<file path="src/rtl/pc_pkg.sv">
// -----------------------------------------------------------------------------
// pc_pkg
// Shared definitions for the program-counter unit and its return-address stack.
//   pc_src_t        : next-PC source select (SEQ / BR / J / JR)
//   PC_INC          : sequential PC increment in bytes
//   TRAP_PC_DEFAULT : default redirect target for traps and misaligned targets
// -----------------------------------------------------------------------------
package pc_pkg;

    typedef enum logic [1:0] {
        PC_SRC_SEQ = 2'd0,
        PC_SRC_BR  = 2'd1,
        PC_SRC_J   = 2'd2,
        PC_SRC_JR  = 2'd3
    } pc_src_t;

    localparam int unsigned PC_INC          = 4;
    localparam logic [31:0] TRAP_PC_DEFAULT = 32'h0000_0080;

endpackage

</file>
<file path="src/rtl/pc_ras.sv">
// -----------------------------------------------------------------------------
// pc_ras
// Circular return-address stack. The top pointer addresses the newest entry;
// the entry count saturates at RAS_DEPTH, so a push into a full stack
// silently overwrites the oldest entry.
//
// Ports:
//   clk          in  : clock, rising edge
//   reset        in  : synchronous active-low reset (clears count/pointer)
//   push_i       in  : push push_data_i (already qualified by the caller)
//   pop_i        in  : pop the top entry (already qualified by the caller)
//   push_data_i  in  : return address to push
//   top_o        out : newest entry (valid only when empty_o = 0)
//   empty_o      out : count is zero
//   underflow_o  out : registered one-cycle pulse after a pop on empty stack
//
// A simultaneous push and pop on a non-empty stack replaces the top entry in
// place. On an empty stack the pop underflows and the push proceeds normally.
// -----------------------------------------------------------------------------
module pc_ras
    import pc_pkg::*;
#(
    parameter int WIDTH     = 32,
    parameter int RAS_DEPTH = 4
) (
    input  logic             clk,
    input  logic             reset,
    input  logic             push_i,
    input  logic             pop_i,
    input  logic [WIDTH-1:0] push_data_i,
    output logic [WIDTH-1:0] top_o,
    output logic             empty_o,
    output logic             underflow_o
);

    localparam int PTR_W = $clog2(RAS_DEPTH);
    localparam int CNT_W = $clog2(RAS_DEPTH + 1);
    localparam logic [CNT_W-1:0] FULL = CNT_W'(RAS_DEPTH);

    logic [WIDTH-1:0] mem_q [RAS_DEPTH];
    logic [PTR_W-1:0] top_q, top_d;
    logic [CNT_W-1:0] count_q, count_d;
    logic             underflow_q, underflow_d;
    logic             wr_en;
    logic [PTR_W-1:0] wr_idx;
    logic             empty;
    logic             do_pop;

    assign empty  = (count_q == '0);
    assign do_pop = pop_i & ~empty;

    always_comb begin
        // NOTE: every signal driven here gets a default first, so no path leaves one unassigned and no latch is inferred.
        top_d       = top_q;
        count_d     = count_q;
        underflow_d = pop_i & empty;
        wr_en       = 1'b0;
        wr_idx      = top_q;
        if (push_i && do_pop) begin
            // Return followed by a new call: overwrite the top in place.
            wr_en  = 1'b1;
            wr_idx = top_q;
        end else if (push_i) begin
            top_d  = top_q + 1'b1;
            wr_en  = 1'b1;
            wr_idx = top_q + 1'b1;
            if (count_q != FULL) begin
                count_d = count_q + 1'b1;
            end
        end else if (do_pop) begin
            top_d   = top_q - 1'b1;
            count_d = count_q - 1'b1;
        end
    end

    always_ff @(posedge clk) begin
        if (!reset) begin
            top_q       <= '0;
            count_q     <= '0;
            underflow_q <= 1'b0;
        end else begin
            top_q       <= top_d;
            count_q     <= count_d;
            underflow_q <= underflow_d;
        end
    end

    // NOTE: the entry storage is deliberately not reset; the count alone decides validity, which keeps this a plain register file.
    always_ff @(posedge clk) begin
        if (reset && wr_en) begin
            mem_q[wr_idx] <= push_data_i;
        end
    end

    assign top_o       = mem_q[top_q];
    assign empty_o     = empty;
    assign underflow_o = underflow_q;

endmodule

</file>
<file path="src/rtl/pc_unit.sv">
// -----------------------------------------------------------------------------
// pc_unit
// Program-counter unit: owns the PC register and selects next-PC from the
// sequential, branch, jump and register-jump sources, with stall, trap
// redirect and misaligned-target trapping.
//
// Optional feature macro: PC_RAS_EN
//   defined   -> a return-address stack (pc_ras) serves JR returns
//   undefined -> no RAS; link/ret ignored, ras_empty = 1, ras_underflow = 0
//
// Ports:
//   clk            in  : clock, rising edge
//   reset          in  : synchronous active-low reset
//   pc_wre         in  : PC write enable (0 = stall)
//   pc_src         in  : next-PC source (SEQ=0, BR=1, J=2, JR=3)
//   branch_taken   in  : qualifies BR
//   imm            in  : branch offset in words
//   jaddr          in  : J-type target field
//   rs_val         in  : register jump target
//   link           in  : call; push pc_plus4 onto the RAS
//   ret            in  : JR is a return; pop the RAS
//   trap           in  : exception request
//   cur_pc         out : current PC (registered)
//   pc_plus4       out : cur_pc + 4 (combinational)
//   misalign       out : one-cycle pulse after a misaligned-target redirect
//   ras_empty      out : RAS holds no entries
//   ras_underflow  out : one-cycle pulse after a return on an empty RAS
// -----------------------------------------------------------------------------
module pc_unit
    import pc_pkg::*;
#(
    parameter int               WIDTH     = 32,
    parameter logic [WIDTH-1:0] RESET_PC  = '0,
    parameter logic [31:0]      TRAP_PC   = TRAP_PC_DEFAULT,
    parameter int               RAS_DEPTH = 4
) (
    input  logic             clk,
    input  logic             reset,
    input  logic             pc_wre,
    input  logic [1:0]       pc_src,
    input  logic             branch_taken,
    input  logic [15:0]      imm,
    input  logic [25:0]      jaddr,
    input  logic [WIDTH-1:0] rs_val,
    input  logic             link,
    input  logic             ret,
    input  logic             trap,
    output logic [WIDTH-1:0] cur_pc,
    output logic [WIDTH-1:0] pc_plus4,
    output logic             misalign,
    output logic             ras_empty,
    output logic             ras_underflow
);

    localparam logic [WIDTH-1:0] TRAP_PC_EXT = WIDTH'(TRAP_PC);

    pc_src_t          src;
    logic [WIDTH-1:0] cur_pc_q, cur_pc_d;
    logic             misalign_q, misalign_d;
    logic [WIDTH-1:0] br_offset;
    logic [WIDTH-1:0] j_target;
    logic [WIDTH-1:0] jr_target;
    logic [WIDTH-1:0] target;

    assign src       = pc_src_t'(pc_src);
    assign pc_plus4  = cur_pc_q + WIDTH'(PC_INC);
    assign br_offset = {{(WIDTH-18){imm[15]}}, imm, 2'b00};
    assign j_target  = {pc_plus4[WIDTH-1:28], jaddr, 2'b00};

`ifdef PC_RAS_EN
    logic             ras_op_en;
    logic             ras_push;
    logic             ras_pop;
    logic [WIDTH-1:0] ras_top;
    logic             ras_empty_w;
    logic             ras_underflow_w;

    // A stalled or trapping instruction must not disturb the stack.
    assign ras_op_en = pc_wre & ~trap;
    assign ras_push  = ras_op_en & link;
    assign ras_pop   = ras_op_en & ret & (src == PC_SRC_JR);

    pc_ras #(
        .WIDTH     (WIDTH),
        .RAS_DEPTH (RAS_DEPTH)
    ) u_ras (
        .clk         (clk),
        .reset       (reset),
        .push_i      (ras_push),
        .pop_i       (ras_pop),
        .push_data_i (pc_plus4),
        .top_o       (ras_top),
        .empty_o     (ras_empty_w),
        .underflow_o (ras_underflow_w)
    );

    assign jr_target     = (ret && !ras_empty_w) ? ras_top : rs_val;
    assign ras_empty     = ras_empty_w;
    assign ras_underflow = ras_underflow_w;
`else
    logic unused_ras;

    assign unused_ras    = link ^ ret;
    assign jr_target     = rs_val;
    assign ras_empty     = 1'b1;
    assign ras_underflow = 1'b0;
`endif

    always_comb begin
        target = pc_plus4;
        unique case (src)
            PC_SRC_SEQ: target = pc_plus4;
            PC_SRC_BR:  target = branch_taken ? (pc_plus4 + br_offset) : pc_plus4;
            PC_SRC_J:   target = j_target;
            PC_SRC_JR:  target = jr_target;
            default:    target = pc_plus4;
        endcase
    end

    // Trap outranks the misalign check; a stall holds the PC and clears the pulse.
    always_comb begin
        cur_pc_d   = cur_pc_q;
        misalign_d = 1'b0;
        if (pc_wre) begin
            if (trap) begin
                cur_pc_d = TRAP_PC_EXT;
            end else if (target[1:0] != 2'b00) begin
                cur_pc_d   = TRAP_PC_EXT;
                misalign_d = 1'b1;
            end else begin
                cur_pc_d = target;
            end
        end
    end

    // NOTE: state registers use non-blocking assignments so every flop samples the pre-edge values.
    always_ff @(posedge clk) begin
        if (!reset) begin
            cur_pc_q   <= RESET_PC;
            misalign_q <= 1'b0;
        end else begin
            cur_pc_q   <= cur_pc_d;
            misalign_q <= misalign_d;
        end
    end

    assign cur_pc   = cur_pc_q;
    assign misalign = misalign_q;

endmodule

</file>
<file path="config.mk">
export PLATFORM = sky130hd
export DESIGN_NAME = pc_unit
export DESIGN_NICKNAME = d
export VERILOG_FILES = /design/src/rtl/pc_pkg.sv /design/src/rtl/pc_ras.sv /design/src/rtl/pc_unit.sv
export SDC_FILE = /design/constraint.sdc
export NUM_CORES = 1
export LEC_CHECK = 0
export CORE_ASPECT_RATIO = 1.75
export CORE_MARGIN = 2
export CORE_UTILIZATION = 42
export CTS_CLUSTER_DIAMETER = 30
export DETAILED_ROUTE_END_ITERATION = 10
export HOLD_SLACK_MARGIN = 0.06
export PLACE_DENSITY = 0.79
export SYNTH_ARGS = -nofsm -noshare
export SYNTH_HDL_FRONTEND = slang
export SYNTH_SLANG_ARGS = --single-unit
</file>
<file path="constraint.sdc">
create_clock -name clk -period 3.71 [get_ports clk]
set_input_delay 0.742 -clock clk [delete_from_list [all_inputs] [get_ports clk]]
set_output_delay 0.742 -clock clk [all_outputs]
set_load 0.01 [all_outputs]
</file>
# == Yosys cells after proc, flatten, opt, wreduce, memory -nomap -nowiden ==
# Index checks and enable logic that the tools add are counted.
# Widths: inputs -> output; s select.
# totals
ff_bits,33
latchBits,0
ram_bits,0
mem_bits_ro,0
word_cells,17
mem_count,0
# classes
add_sub_neg,2
mul,0
div_mod_pow,0
order_cmp,0
n_eq_ne,3
n_shift,0
mux,5
n_bitwise,2
reduce_logical,3
# ops
operator,n
$pmux 32 s4,1
$mux 32,3
$add 32x3->32 const B,1
$add 32x32->32,1
$eq 2x2->1 const B,2
$reduce_or 3->1,1
$eq 2x1->1 const B,1
$logic_not 2->1,1
$not 1->1,2
$reduce_bool 2->1,1
$mux 1,1

# == Depth between registers and ports, before layout ==
# logic_depth
ltp_word,7
ltp_mapped,17
mapped_depth_nobuf,17

# == Worst setup path before layout ==
# Ideal clock, no wire load.
# synth_timing
kind,register to register
from,"register cur_pc_q[4], in the netlist cur_pc[4]"
to,"register cur_pc_q[31], in the netlist cur_pc[31]"
setup_time_ns,0.067
arrival_time_ns,3.823
required_ns,3.643
slack_ns,-0.180
path_stages_with_launch,17
period_less_slack_ns,3.890
cell_sequence,dfxtp_1 > and3_2 > and3_1 > and3_1 > nor2b_1 > and2b_2 > xor2_1 > ha_1 > o21a_1 > o21a_1 > a311oi_2 > a21boi_1 > a211o_2 > a31oi_2 > xnor2_1 > mux2_2 > o21ai_2
# synth_between
elab_chain_len,6
# synth_rtl
element,line_no,text
"start, declared",pc_unit.sv:58,"logic [WIDTH-1:0] cur_pc_q, cur_pc_d;"
"start signal, assigned",pc_unit.sv:142,cur_pc_q <= cur_pc_d;
$add 32x3->32,pc_unit.sv:66,assign pc_plus4 = cur_pc_q + WIDTH'(PC_INC);
named net pc_plus4[21],pc_unit.sv:49,"output logic [WIDTH-1:0] pc_plus4,"
$add 32x32->32,pc_unit.sv:113,PC_SRC_BR: target = branch_taken ? (pc_plus4 + br_offset) : pc_plus4;
$mux 32,pc_unit.sv:113,
$pmux 32 s4,pc_unit.sv:111,unique case (src)
$mux 32,pc_unit.sv:127,end else if (target[1:0] != 2'b00) begin
$mux 32,pc_unit.sv:125,if (trap) begin
# The timed path passes the listed nets, and every way through them passes these cells.
# A chain may end at the register's enable or synchronous reset.

# == Worst setup path after layout ==
# layout_timing
from,"register cur_pc_q[2], in the netlist cur_pc[2]"
to,"register cur_pc_q[19], in the netlist cur_pc[19]"
# layout_between
elab_chain_len,6
# layout_rtl
element,line_no
$add 32x3->32 *,pc_unit.sv:66
$add 32x32->32,pc_unit.sv:113
$mux 32,pc_unit.sv:113
$pmux 32 s4 *,pc_unit.sv:111
$mux 32 *,pc_unit.sv:127
$mux 32 *,pc_unit.sv:125
# Every way passes the cells marked *; elsewhere a longest branch is shown, timed or not.

==> results.rst <==
.. list-table::
   :header-rows: 1

   * - Metric
     - Value
   * - Antenna diode count
     - 0
   * - Clock root buffer
     - clkbuf_16
   * - # hold bufs at CTS
     - 0
   * - Last weighted congestion value of the routability-driven placer
     - 0.977
   * - Unrepaired setup endpoints after global routing
     - true
   * - Data arrival at the endpoint of the critical path
     - 3.85 ns
   * - Startpoint type of the worst setup path
     - flop
   * - First-pass GRT wire length
     - 24400 um
   * - Post-detailed-route via-to-cell ratio
     - 5.87
   * - Kind of end point of the critical path
     - flop
   * - Syn-to-layout area delta
     - 61.8%
   * - Worst hold path type
     - flop to flop
   * - H-tree levels
     - 2
   * - Initial DRC count
     - 266
   * - TritonCTS clock tree
     - built
   * - CP required
     - 3.88 ns
   * - Commonest non-fill, non-tap cell in the layout
     - clkdlybuf4s50_1
   * - Final clock skew
     - 0.00788 ns
   * - Number of buffers added by the clock tree synthesis step
     - 5
   * - Highest achievable clock rate
     - 272 MHz
   * - Buffers on Ports
     - 145
   * - Number of buffers on the longest clock path
     - 2
   * - Via count
     - 4886
   * - Final critical-path share of the clock period
     - 99.0%
   * - Clk sink count
     - 33
   * - Aggregate negative setup slack
     - 0 ns
   * - Synthesized Nets
     - 624
   * - Number of distinct library cell variants in the gate-level netlist after synthesis
     - 72
   * - Pins Over Slew Limit
     - 0
   * - Slew @ Worst Pin
     - 0.589 ns
   * - Detailed Route WL
     - 15800 um
   * - Setup violators final
     - 0
   * - Final worst path period need
     - 3.67 ns
   * - Largest driver fanout on the critical path
     - 4
   * - Most used cells in the layout excluding fill and tap cells
     - 144 x clkdlybuf4s50_1, 77 x buf_4, 36 x o21ai_0
   * - Cell Area, Synth
     - 4060 um2
   * - WL per Instance
     - 19.0 um
   * - Count of max-cap constraint violations
     - 0
   * - Number of remaining DRC errors
     - 0
   * - Sequential element share of the synthesized area
     - 16.3%
   * - Number of rows in the core area
     - 47
   * - Async set-reset flop share out of synthesis
     - 0%
   * - Ratio of cells with drive above 1 in the final layout
     - 24.6%
   * - Most used flip-flop cell after synthesis
     - dfxtp_1
   * - Yosys warning count
     - 0
   * - Dpl hpwl
     - 12300 um
   * - Effective utilization at floorplan
     - 43.2%
   * - Clock transition time at the flip-flop clock pins of the worst setup and hold paths
     - 0.06 ns
   * - Power per cell area
     - 197 nW/um2
   * - Detail Route Antenna Nets
     - 0
   * - Core ar.
     - 9410 um2
   * - Final global-route overflow total
     - 0
   * - Area of the die
     - 10500 um2
   * - Result of the run
     - finished clean
   * - Clock Latency Late Sink
     - 0.28 ns
   * - Headroom to the max-slew limit
     - 60.3%
   * - Mean area per synthesized cell
     - 8.06 um2
   * - NumNets Final
     - 830
   * - WS Path Type
     - flop to flop
   * - Final core area utilization
     - 69.9%
   * - Height of the die
     - 134 um
   * - Via count of the first global-routing pass
     - 5103
   * - Number of flops mapped to enable cells by yosys
     - 0
   * - DR pass1 iterations
     - 5
   * - Number of endpoints with negative hold slack in the final report
     - 0
   * - Largest net degree at the start of global routing
     - 25
   * - Antenna violations before repair
     - 0
   * - Highest ir drop seen on vdd
     - 0.157 mV
   * - Number of top-level pins
     - 150
   * - Total routing resource utilization after global routing
     - 29.2%
   * - Leakage
     - 2.83 nW
   * - Post-Synthesis Cells
     - 504
   * - Overall power consumption
     - 1.30 mW
   * - Synthesized flop and latch total
     - 33
   * - Die width
     - 78.3 um
## synthesized netlist by cell type, types with 2 or more instances
master    number  area [um2]
o21ai_0       38         190
ha_1          36         450
nand2_1       34         128
dfxtp_1       33         661
nor2_1        32         120
xnor2_1       30         263
a21oi_1       27         135
xor2_1        23         201
mux2_2        21         236
a21o_1        16         120
nand3_1       16        80.1
clkbuf_1      15        56.3
inv_1         12        45.0
a221oi_1      10        87.6
a22o_1        10        87.6
and3_1        10        62.6
nor3_1         9        45.0
and2_1         8        50.1
mux2i_1        8        80.1
a22oi_1        7        52.6
nand2b_1       7        43.8
nor2b_1        6        37.5
a211oi_1       5        37.5
a31oi_1        5        31.3
nand4_1        5        31.3
o21a_1         5        37.5
a32oi_1        4        35.0
buf_4          4        30.0
o211ai_1       4        30.0
o21bai_1       4        30.0
a211o_1        3        26.3
and3_2         3        22.5
buf_1          3        11.3
nand3b_1       3        22.5
nor3b_1        3        22.5
a221o_1        2        20.0
a311oi_2       2        30.0
a41o_1         2        20.0
and2_2         2        15.0
conb_1         2        7.51
o21ai_2        2        17.5
o221ai_1       2        17.5
or2_2          2        12.5
## worst max-delay path, cell delays in order (launching register included)
cell and delay (ns):
dfxtp_2 0.34, ha_2 0.19, and3_4 0.18, and2_1 0.14, and3_4 0.21, buf_4 0.11, nand4_1 0.15, xnor2_2 0.18
ha_1 0.29, buf_4 0.15, and2_1 0.17, nand2_1 0.10, o2bb2ai_2 0.10, o41a_1 0.46, a31oi_1 0.29, xor2_1 0.21
a21oi_1 0.09, a22o_1 0.18
## where the power goes
part / leakage [nW] / switching [mW] / internal, mW
registers: 0.270 / 0.0101 / 0.365
logic: 2.49 / 0.232 / 0.267
clock network: 0.0700 / 0.159 / 0.264
## final timing paths
kind | cells past startpoint | end | from | slack (ns)
max | 17 | cur_pc[19] | cur_pc[2] | 0.04
max reg2reg | 17 | cur_pc[19] | cur_pc[2] | 0.04
min reg2reg | 1 | cur_pc[26] | cur_pc[26] | 0.49
min | 1 | cur_pc[26] | cur_pc[26] | 0.49
## timing repair
item                                    in CTS  in global routing
buffers inserted                             2                  6
endpoints found under the setup margin       5                 11
resized for setup                           10                 36
pin swaps                                    7                 20
## layout make-up
class / count / area, um2
fillers: 762 / 2830
well taps: 122 / 153
multi-input cells: 435 / 3520
flip-flops and latches: 33 / 668
repair buffers: 223 / 2040
clock buffers: 7 / 143
inverters: 12 / 45.0
## sequential cells by signal, indices dropped and copies added (netlist names)
register / count
cur_pc: 32
misalign: 1
## cells by family after synthesis
logic type,synth area share [%]
buffers and inverters,4.43
other,0.185
adders and majority gates,11.6
xor gates and xnor gates,11.4
DFF,16.3
muxes,7.79
and+or+nand+nor,20.3
AOI/OAI and AO/OA,28.0
## through the flow
stage                     hold WS (ns)  cell area (um2)  std cells  setup slack (ns)
after CTS                        0.485             6340        826          0.000523
after floorplan                  0.488             4120        504           0.00540
after global routing             0.516             6580        832           -0.0403
final                            0.487             6580        832            0.0369
after global placement           0.472             6120        817            -0.103
after detailed placement         0.467             6120        817            -0.108
## metal layers
layer  vias to the layer above  track usage [%]  wire [um]
li1                       2296                -          -
met1                      2297             28.3       5400
met2                       211             55.7       8640
met3                        82             3.84        668
met4                         0             19.8       1060
met5                         -                0          0
Power figures use the tool's default switching activity.
